--- src/rtl/logic_unit_pkg.sv ---
// Shared definitions for the pipelined logic unit.
//   OP_*        3-bit function select encodings
//   LU_MAX_W    widest operand logic_eval supports
//   logic_eval  combinational gate function, bitwise or reduction over a
package logic_unit_pkg;

   localparam logic [2:0] OP_AND  = 3'd0;
   localparam logic [2:0] OP_OR   = 3'd1;
   localparam logic [2:0] OP_NAND = 3'd2;
   localparam logic [2:0] OP_NOR  = 3'd3;
   localparam logic [2:0] OP_XOR  = 3'd4;
   localparam logic [2:0] OP_XNOR = 3'd5;
   localparam logic [2:0] OP_NOT  = 3'd6;
   localparam logic [2:0] OP_BUF  = 3'd7;

   localparam int LU_MAX_W = 64;

   // Operands arrive zero-extended to LU_MAX_W. The mask limits reductions to the
   // real operand width; for AND-type reductions the unused upper bits are forced
   // to 1 so they do not pull the result low.
   function automatic logic [LU_MAX_W-1:0] logic_eval(
      input logic [2:0]          op,
      input logic                red,
      input int unsigned         width,
      input logic [LU_MAX_W-1:0] a,
      input logic [LU_MAX_W-1:0] b
   );
      logic [LU_MAX_W-1:0] mask;
      logic [LU_MAX_W-1:0] am;
      logic [LU_MAX_W-1:0] y;
      logic                r;
      mask = (width >= LU_MAX_W) ? '1 : ((LU_MAX_W'(1) << width) - LU_MAX_W'(1));
      am   = a & mask;
      y    = '0;
      r    = 1'b0;
      if (red) begin
         case (op)
            OP_AND:  r = &(a | ~mask);
            OP_OR:   r = |am;
            OP_NAND: r = ~&(a | ~mask);
            OP_NOR:  r = ~|am;
            OP_XOR:  r = ^am;
            OP_XNOR: r = ~^am;
            OP_NOT:  r = ~a[0];
            default: r = a[0];
         endcase
         y[0] = r;
      end else begin
         case (op)
            OP_AND:  y = a & b;
            OP_OR:   y = a | b;
            OP_NAND: y = ~(a & b);
            OP_NOR:  y = ~(a | b);
            OP_XOR:  y = a ^ b;
            OP_XNOR: y = ~(a ^ b);
            OP_NOT:  y = ~a;
            default: y = a;
         endcase
      end
      return y & mask;
   endfunction

endpackage

--- src/rtl/logic_pipe_stage.sv ---
// One pipeline slot: a valid bit plus payload register.
//   clk, rst   clock, synchronous active-high reset (clears valid only)
//   i_load     slot takes the upstream entry (slot empty or draining this cycle)
//   i_valid    upstream entry present
//   i_data     upstream payload
//   o_valid    slot occupied
//   o_data     slot payload
module logic_pipe_stage #(
   parameter int PW = 10
) (
   input  logic          clk,
   input  logic          rst,
   input  logic          i_load,
   input  logic          i_valid,
   input  logic [PW-1:0] i_data,
   output logic          o_valid,
   output logic [PW-1:0] o_data
);

   logic          r_valid;
   logic [PW-1:0] r_data;

   always_ff @(posedge clk) begin
      if (rst) begin
         r_valid <= 1'b0;
      end else if (i_load) begin
         r_valid <= i_valid;
      end
   end

   // Payload is meaningless while the slot is empty, so it is not reset.
   always_ff @(posedge clk) begin
      if (i_load && i_valid) begin
         r_data <= i_data;
      end
   end

   assign o_valid = r_valid;
   assign o_data  = r_data;

endmodule

--- src/rtl/logic_unit_pipe.sv ---
// Pipelined bitwise/reduction logic unit with valid/ready on both sides.
//   clk, rst            clock, synchronous active-high reset
//   in_valid/in_ready   input handshake
//   in_op, in_red       function select, reduction-mode select
//   in_a, in_b          operands
//   out_valid/out_ready output handshake
//   out_y               result (0 while out_valid=0)
//   out_zero, out_ones  result all-zero / all-one flags (0 while out_valid=0)
module logic_unit_pipe
   import logic_unit_pkg::*;
#(
   parameter int WIDTH  = 8,
   parameter int STAGES = 2
) (
   input  logic             clk,
   input  logic             rst,
   input  logic             in_valid,
   output logic             in_ready,
   input  logic [2:0]       in_op,
   input  logic             in_red,
   input  logic [WIDTH-1:0] in_a,
   input  logic [WIDTH-1:0] in_b,
   output logic             out_valid,
   input  logic             out_ready,
   output logic [WIDTH-1:0] out_y,
   output logic             out_zero,
   output logic             out_ones
);

   // Payload layout: {y, zero, ones}
   localparam int PW = WIDTH + 2;

   logic [WIDTH-1:0]  w_y;
   logic              w_zero;
   logic              w_ones;
   logic [PW-1:0]     w_eval;
   logic [STAGES-1:0] w_v;
   logic [STAGES-1:0] w_load;
   logic [PW-1:0]     w_data [STAGES];
   logic              w_take;

   assign w_y    = WIDTH'(logic_eval(in_op, in_red, WIDTH, LU_MAX_W'(in_a), LU_MAX_W'(in_b)));
   assign w_zero = (w_y == '0);
   assign w_ones = &w_y;
   assign w_eval = {w_y, w_zero, w_ones};

   // Ready chain from the output back to the input: a slot may load when it is
   // empty or when whatever it holds is taken downstream this cycle.
   always_comb begin
      w_load = '0;
      w_take = out_ready;
      for (int k = STAGES - 1; k >= 0; k--) begin
         w_load[k] = ~w_v[k] | w_take;
         w_take    = w_load[k];
      end
   end

   for (genvar g = 0; g < STAGES; g++) begin : g_stage
      if (g == 0) begin : g_head
         logic_pipe_stage #(.PW(PW)) u_stage (
            .clk     (clk),
            .rst     (rst),
            .i_load  (w_load[g]),
            .i_valid (in_valid),
            .i_data  (w_eval),
            .o_valid (w_v[g]),
            .o_data  (w_data[g])
         );
      end else begin : g_body
         logic_pipe_stage #(.PW(PW)) u_stage (
            .clk     (clk),
            .rst     (rst),
            .i_load  (w_load[g]),
            .i_valid (w_v[g-1]),
            .i_data  (w_data[g-1]),
            .o_valid (w_v[g]),
            .o_data  (w_data[g])
         );
      end
   end

   assign in_ready  = ~rst & w_load[0];
   assign out_valid = w_v[STAGES-1];
   assign {out_y, out_zero, out_ones} = out_valid ? w_data[STAGES-1] : '0;

endmodule
--- config.mk ---
export PLATFORM = sky130hd
export DESIGN_NAME = logic_unit_pipe
export DESIGN_NICKNAME = d
export VERILOG_FILES = /design/src/rtl/logic_unit_pkg.sv /design/src/rtl/logic_pipe_stage.sv /design/src/rtl/logic_unit_pipe.sv
export SDC_FILE = /design/constraint.sdc
export NUM_CORES = 1
export LEC_CHECK = 0
export ABC_AREA = 1
export BUFFER_PORTS_ARGS = -buffer_cell sky130_fd_sc_hd__buf_2
export CAP_MARGIN = 20
export CELL_PAD_IN_SITES_DETAIL_PLACEMENT = 1
export CELL_PAD_IN_SITES_GLOBAL_PLACEMENT = 2
export CORE_UTILIZATION = 30
export DETAILED_ROUTE_END_ITERATION = 8
export PLACE_DENSITY_LB_ADDON = 0.1
export SYNTH_ARGS = -nofsm -noshare
export SYNTH_HDL_FRONTEND = slang
export SYNTH_SLANG_ARGS = --single-unit
--- constraint.sdc ---
create_clock -name clk -period 2.8 [get_ports clk]
set_clock_uncertainty 0.15 [all_clocks]
set_input_delay 0.84 -clock clk [delete_from_list [all_inputs] [get_ports clk]]
set_output_delay 0.84 -clock clk [all_outputs]
set_load 0.02 [all_outputs]
-- Word-level counts from Yosys, hierarchy flattened
Index checks and enable logic that the tools add are counted.
- output and inout port bits: 12
- bits in registers: 22
- word-level logic and storage cells: 40
- reductions and logical operators: 11
- muxes and demuxes: 5
- equality and inequality tests: 6
- bitwise operators: 14
- operators with widths (operator ; number):
    64-bit XNOR reduction ; 1
    64-bit XOR reduction ; 1
    8-bit one-hot mux with 7 select lines ; 1
    8-bit NOT ; 4
    8-bit AND reduction ; 2
    10-bit two-way mux ; 1
    3-bit equality test, second input constant ; 3
    8-bit AND ; 1
    8-bit logical NOT ; 1
    8-bit OR ; 1
    8-bit OR reduction ; 1
    8-bit bitwise XOR ; 1
    7-bit two-way mux ; 1
    1-bit one-hot mux with 7 select lines ; 1
    3-bit by 2-bit equality test with 1-bit output, second input constant ; 2
    1-bit NOT ; 4
    3-bit by 1-bit equality test with 1-bit output, second input constant ; 1
    3-bit logical NOT ; 1
    1-bit logical AND ; 2
    1-bit logical NOT ; 2
    1-bit OR ; 2
    1-bit AND ; 1
    1-bit two-way mux ; 1

-- Depth between registers and ports, before layout
Gate-level depths: netlist of run 1.
- depth after elaboration: 5
- depth in mapped cells: 13
- depth with buffers taken out: 12

-- Hierarchy
Synthesis of run 1 repeated with hierarchy kept, for this count alone.
- cell total of the unflattened synthesis: 308
- area, all modules: 2118.3 um2
- modules (own cells, without submodules) (module ; area an instance (um2) ; seq. area each (um2) ; cells each ; times used):
    logic_unit_pipe ; 1430.1 ; 0.0 ; 276 ; 1
    logic_pipe_stage ; 344.1 ; 320.3 ; 16 ; 2

-- Worst setup path after synthesis of run 1
No wires, ideal clock.
- path kind: input port to flip-flop
- from: input in_op[0]
- to: register g_stage[0].g_head.u_stage.r_data[1], data pin
- stages on the path: 10
- buffers on the path: 2
- arrival time: 1.881 ns
- data required time: 2.398 ns
- library setup time: 0.252 ns
- slack: 0.518 ns
- cells stage by stage: buf_2 nor2_2 buf_2 nand2_1 nor2_1 nor2_1 a21oi_1 nor2_1 nand2_1 nor2_1
- cells in the longest elaborated chain, start to end: 4
- elaborated cells on any way between the ends: 12
- those cells by class: eq/ne: 6; mux: 4; reduce/logical: 2
- RTL lines (element ; line ; source):
    start: declaration ; logic_unit_pipe.sv:19 ; input logic [2:0] in_op,
    3-bit equality test (tied with other cells) ; logic_unit_pkg.sv:37, logic_unit_pkg.sv:49 ;
    8-bit one-hot mux with 7 select lines / 1-bit one-hot mux with 7 select lines (equally long branches) ; logic_unit_pkg.sv:49, logic_unit_pkg.sv:37 ;
    1-bit two-way mux (*) ; logic_unit_pkg.sv:36 ; if (red) begin
    net g_stage[0].g_head.u_stage.i_data[2] ; logic_pipe_stage.sv:15 ; input logic [PW-1:0] i_data,
    8-bit logical NOT (*) ; logic_unit_pipe.sv:43 ; assign w_zero = (w_y == '0);
    net g_stage[0].g_head.u_stage.i_data[1] ; logic_pipe_stage.sv:15 ;
    end signal: assignment ; logic_pipe_stage.sv:34 ; r_data <= i_data;
    end: declaration ; logic_pipe_stage.sv:21 ; logic [PW-1:0] r_data;
The timed path passes the listed nets; every way through them passes the cells marked *.
A chain may end at the register's enable or synchronous reset.

-- Final worst setup path of run 1
- from: input out_ready
- to: output in_ready
- cells in the longest elaborated chain, start to end: 3
- RTL lines (element ; line ; source):
    start: declaration ; logic_unit_pipe.sv:24 ; input logic out_ready,
    1-bit OR (2 in a row) ; logic_unit_pipe.sv:53 ; w_load[k] = ~w_v[k] | w_take;
    1-bit AND ; logic_unit_pipe.sv:82 ; assign in_ready = ~rst & w_load[0];
    end: declaration ; logic_unit_pipe.sv:18 ; output logic in_ready,
Every way passes these cells.

==> results of run 1 <==
## logic make-up after synthesis
group	after synthesis
flip-flops	22
adder cells (fa/ha/maj)	24
buffers and inverters	75
XOR/XNOR	4
AO/OA/AOI/OAI	24
AND/OR/NAND/NOR	166
## flip-flops by register name, indices dropped and copies added (netlist names)
register and cells:
g_stage.g_body.u_stage.o_data 10, g_stage.g_body.u_stage.o_valid 1, g_stage.g_head.u_stage.o_data 10, g_stage.g_head.u_stage.o_valid 1
## area by class of cell
class	count	share of cell area (%)
Multi-Input combinational cell	218	47.26
Sequential cell	22	26.02
Timing Repair Buffer	45	10.67
Inverter	64	9.756
Tap cell	80	4.065
Clock buffer	4	2.236
## critical path, stage by stage
cell and delay (ns):
buf_2 0.10, inv_1 0.08, nand3_1 0.11, nand2_1 0.10, inv_1 0.04, buf_2 0.15
## report_power, final
group / switching, mW / internal, mW / total, mW
registers: 0.00776 / 0.387 / 0.395
clock network: 0.0935 / 0.125 / 0.219
logic: 0.168 / 0.0947 / 0.262
## through the flow
step,hold WS [ns],cell area (µm²)
after CTS,0.2733,2462
after detailed placement,0.2557,2407
after global placement,0.2504,2407
after floorplan,0.2503,2092
after global routing,0.2781,2462
final,0.2729,2462
## path summary, 6_finish.rpt
check        slack [ns]  cells after the start                             endpoint
max reg2reg        1.28                      3  g_stage[0].g_head.u_stage.o_data[8]
min reg2reg        0.27                      0  g_stage[1].g_body.u_stage.o_data[4]
min                0.27                      0  g_stage[1].g_body.u_stage.o_data[4]
max                0.40                      6                             in_ready
## metal layers
| metal | share of wire, % | vias to the layer above | global-route usage [%] |
|---|---|---|---|
| met5 | 0 | - | 0 |
| met4 | 1.1 | 0 | 4.091 |
| met3 | 1.1 | 5 | 0.8662 |
| met2 | 51 | 23 | 33.53 |
| met1 | 46 | 903 | 19.80 |
| li1 | - | 1057 | - |
## cells in the final DEF (no fill, tap or decap)
cell type  count
edfxtp_1      20
dfxtp_1        2
nor2_1        37
nand4_1        4
a21oi_1       12
o21ai_1        1
buf_4          9
nand3_1       36
nand3b_1       5
ha_1          24
inv_2          5
o21ai_0       10
buf_2         35
nand2_1       80
clkbuf_8       4
buf_12         1
a21oi_2        1
inv_1         59
nor3_1         2
nor2_2         2
xor2_1         2
xnor2_1        2
==> results.md, run 1 <==
- Die Height: 85.51 µm
- Worst r2r src: g_stage[1].g_body.u_stage.o_valid
- Syn_nets: 363
- Worst relative slew slack: 70.68%
- Ys Warns: 0
- Cts repair resizes: 0
- Placed cell count: 429
- Drt via density: 4.591
- Post-synthesis simple-gate area fraction: about a third
- Post-synth cell types: 20
- CP Data Arrival Time: 1.41 ns
- Worst setup startpoint: out_ready
- First-pass iteration count of the detailed router: 3
- DRC Markers: 0
- Yosys top cell area share: 28.71%
- Share of cells above drive strength 1: 16.15%
- Crit share post-route: 85.60%
- Final core utilization: a little over a third
- Post-synth EDFFs: 20
- Post-synthesis xor/xnor area fraction: 1.675%
- Total routed wirelength: 5713 µm
- Dpl ws: 0.2861 ns
- Die width: 85.51 µm
- Largest net degree at the start of global routing: 17
- Crit end category: primary output
- Syn Std Cell Area: 2092 µm²
- Total die area: ~7300 µm²
- PnR worst setup slack: 0.4033 ns
- Cells after Synth: 315
- Hold Vio Cnt, Final: 0
- First-pass GRT wire length: 9687 µm
- Ant diodes: 0
- Total gr overflow: 0
- Clock Sinks: 22
- Register area: ~640 µm²
- Area fraction in compound gates after synthesis: 5.921%
- Most used DFF post-synth: edfxtp_1
- #FFs+latches synth: 22
- Vias in the first global route: 2066
- RSZ-0062 raised after global routing: false
- Tot Pwr: just under 0.9 mW
- Ranking of synthesized cells by area: edfxtp_1, ha_1, nand2_1
- Core ar.: 6756 µm²
- PwrDens: 355.6 nW/µm²
- Post-route setup TNS: 0 ns
- Critical path launch point type: input pin
- Crit-path max FO: 3
- List of most frequent post-synthesis cells: nand2_1, inv_1, nor2_1
- P&R area growth vs syn: 17.70%
- Final Max Tran Viols: 0
- Register area share after synthesis: 30.62%
- Nets@finish: roughly 400
- CTS max path bufs: 2
- Multiplexer share of the synthesized area: 0%
- Clk_lat worst skew: 0.26 ns
- ANT nets after route: 0
- # fillers: 893
- Final Non-Filler Cells: 433
- Largest family of logic cells by synthesized area: simple AND/OR/NAND/NOR gates
- Detailed Place HPWL: 4837 µm
- Gp weighted congestion: 0.7886
- Max-cap viol count: 0
- Outcome: finished clean
- Clock Pin Slew Worst Setup and Hold Paths: 0.07 ns
- Area leader, netlist: edfxtp_1
- Area of the multi-input gates: 1164 µm²
- Post-CTS Setup Inserts: 0
- Worst min path class: reg2reg
- Measured slew at the worst slew-check pin: 0.4392 ns
- All-Layer GR Usage: 16.94%
- Area share of fa/ha/maj cells after synthesis: ~14%
- DRT iter0 DRCs: 31
- Peak VDD IR: 142.9 µV
- DR WL/cell: 13.19 µm
- Starting Density: 30.96%
- Initial antenna violation count: 0
- Fmax: ~420 MHz
- CTS buffer count: 3
- # setup viols final: 0
- CTS tree: yes
- Setup CP Type: in2out
- Post-synth ARST share: 0%
- Most frequent cell after synthesis: nand2_1
- IO Count: 36
- H-tree depth: 1
- Num rows: 30
- Vias: 1988
- Hold buffer count at cts: 0
- Hold_sp: g_stage[0].g_head.u_stage.o_data[4]
- Pleak: 1.451 nW
- Avg Cell Area, Syn: 6.641 µm²
- Port Buffers: 35
- Minimum clock period: 2.397 ns
- Root buf cell: clkbuf_8
- CP required: 1.81 ns
No activity file was read; power rests on OpenSTA's default activity.
==> inputs of run 2 (changes only) <==
BUFFER_PORTS_ARGS = -buffer_cell sky130_fd_sc_hd__buf_4   (was -buffer_cell sky130_fd_sc_hd__buf_2)
GPL_ROUTABILITY_DRIVEN = 0   (was unset)
GPL_TIMING_DRIVEN = 0   (was unset)
==> run 2 against run 1 <==
Compared with the run above:
- sequential power hardly changed
- critical path type is now in2reg
- hold slack hardly changed
- largest power group unchanged
- final cell count is 0.23% lower
- critical path depth is 6 higher
- clock-buffer cell count is 1 lower
- first-iteration DRC count is 39% higher
- combinational power is 2% higher
- utilization is 0.72 points higher
- clock power is 31% higher
- die area stayed put
==> results.md, run 2 (synthesized netlist as in run 1, its figures left out) <==
- Post-CTS Setup Inserts: 0
- Sw frac: between 20% and 30%
- CP max stage cell: clkbuf_1
- Minimum clock period: 2.435 ns
- DP Area: 2440 µm²
- RSZ-0062 raised after global routing: false
- Total routed wirelength: about 5700 µm
- Sw power: 0.2721 mW
- Clk_lat worst skew: 0.26 ns
- Pleak: 1.443 nW
- DRT iter0 DRCs: 43
- CTS tree: yes
- IO Count: 36
- DRC Markers: 0
- First-pass iteration count of the detailed router: 4
- Largest net degree at the start of global routing: 14
- Outcome: finished clean
- Die width: 85.51 µm
- Root buf cell: clkbuf_8
- Final Max Tran Viols: 0
- Nets@finish: 401
- Crit-path max cell delay: between 0.4 and 0.5 ns
- Fmax: 410.7 MHz
- Die Height: 85.51 µm
- # setup viols final: 0
- Final Non-Filler Cells: about 430
- Vias: 2006
- ANT nets after route: 0
- All-Layer GR Usage: about 16%
- Ant diodes: 0
- Hold buffer count at cts: 0
- Peak VDD IR: 173.6 µV
- Setup CP Type: in2reg
- Clock Power Share: 30.3%
- Clock Sinks: 22
- Starting Density: approximately 31%
- Drt via density: 4.644
- Critical path launch point type: input pin
- PwrDens: 377.5 nW/µm²
- Max-cap viol count: 0
- Worst relative slew slack: 39.06%
- CP required: 2.67 ns
- Hold_sp: g_stage[0].g_head.u_stage.o_data[3]
- Total gr overflow: 0
- Highest-count cells in the layout ignoring fill and taps: nand2_1, inv_1, nor2_1
- Total die area: 7311 µm²
- Crit share post-route: 86.96%
- Hold Vio Cnt, Final: 0
- Placed cell count: 428
- Design Area, Final: 2511 µm²
- Initial antenna violation count: 0
- CP dominant cell by count: nand2_1
- Measured slew at the worst slew-check pin: 0.9141 ns
- Cts repair resizes: 0
- CTS max path bufs: 2
- CTS buffer count: 3
- Worst r2r src: g_stage[1].g_body.u_stage.o_valid
- Final core utilization: 37.17%
- Port Buffers: 33
- DR WL/cell: 13.26 µm
- Most common cell after layout, fill and taps aside: nand2_1
- Worst setup startpoint: in_op[2]
- Dpl ws: between 0.06 and 0.07 ns
- P&R area growth vs syn: 20.04%
- PnR worst setup slack: 0.3652 ns
- Logic pwr share: between 20% and 30%
- Detailed Place HPWL: about 4700 µm
- Seq pwr share: between 40% and 50%
- CP Data Arrival Time: 2.30 ns
- Clock Pin Slew Worst Setup and Hold Paths: roughly 0.080 ns
- Crit-path max FO: 10
- Share of cells above drive strength 1: ~14%
- Cells along the critical path: buf_4, inv_2, clkbuf_1, nand3_1, nand2_1, nor2_1, nand2_1, nand2_1, nand2_1, nor2_1, nand2_1, nor2_1
- Num rows: 30
- Crit end category: register
- H-tree depth: 1
- Core ar.: ~6800 µm²
- Post-route setup TNS: 0 ns
- First-pass GRT wire length: between 9000 and 10000 µm
- Worst min path class: reg2reg
- Pint: 0.6759 mW
- Vias in the first global route: 1991
## run 2: cell types whose count changed in the layout (fill, tap and decap cells not counted)
| cell | delta |
|---|---|
| clkbuf_1 | +6 |
| buf_4 | +24 |
| buf_12 | -1 |
| bufinv_16 | +1 |
| buf_2 | -30 |
| clkbuf_8 | -1 |
## run 2: final cells by class
| type | count | area (µm²) |
|---|---|---|
| fillers | 904 | 4245 |
| multi-input cells | 218 | 1164 |
| clock buffers | 3 | 41.29 |
| flip-flops and latches | 22 | 640.6 |
| plain buffers | 11 | 47.55 |
| repair buffers | 33 | 247.7 |
| well taps | 80 | 100.1 |
| inverters | 64 | 240.2 |
| clock inverters | 1 | 30.03 |
## run 2: metal layers
metal | track usage, % | wire length, µm | part of all wire, % | up-vias
met5 | 0 | 0 | 0 | -
met4 | 3.182 | 29 | 0.51 | 0
met3 | 0.5775 | 88 | 1.5 | 2
met2 | 32.95 | 3002 | 52 | 23
met1 | 19.49 | 2610 | 46 | 926
li1 | - | - | - | 1055
## run 2: path summary, 6_finish.rpt
path	endpoint	slack, ns	cells past startpoint
hold reg to reg	g_stage[1].g_body.u_stage.o_data[3]	0.27	0
setup / recovery	g_stage[0].g_head.u_stage.o_data[1]	0.37	12
setup reg to reg	g_stage[1].g_body.u_stage.o_data[1]	1.18	1
hold / removal	g_stage[1].g_body.u_stage.o_data[3]	0.27	0
## run 2: power groups by stage
| stage | sequential [mW] | combinational (mW) | clock (mW) |
|---|---|---|---|
| 5_1_grt | 0.395 | 0.306 | 0.306 |
| 3_5_place_dp | 0.401 | 0.272 | 0 |
| 6_report | 0.393 | 0.268 | 0.287 |
| 3_3_place_gp | 0.399 | 0.267 | 0 |
| 2_1_floorplan | 0.399 | 0.172 | 0 |
| 4_1_cts | 0.393 | 0.273 | 0.294 |
## run 2: worst max-delay path, delay by kind of cell
kind	cells	cell delay (ns)
buffers and inverters	3	0.75
AND/OR/NAND/NOR	9	0.69
## run 2: through the flow
| stage | hold slack (ns) | total power, mW |
|---|---|---|
| final | 0.2733 | 0.9480 |
| after global routing | 0.2809 | 1.007 |
| after CTS | 0.2732 | 0.9600 |
| after detailed placement | 0.2552 | 0.6726 |
| after global placement | 0.2509 | 0.6665 |
| after floorplan | 0.2503 | 0.5717 |
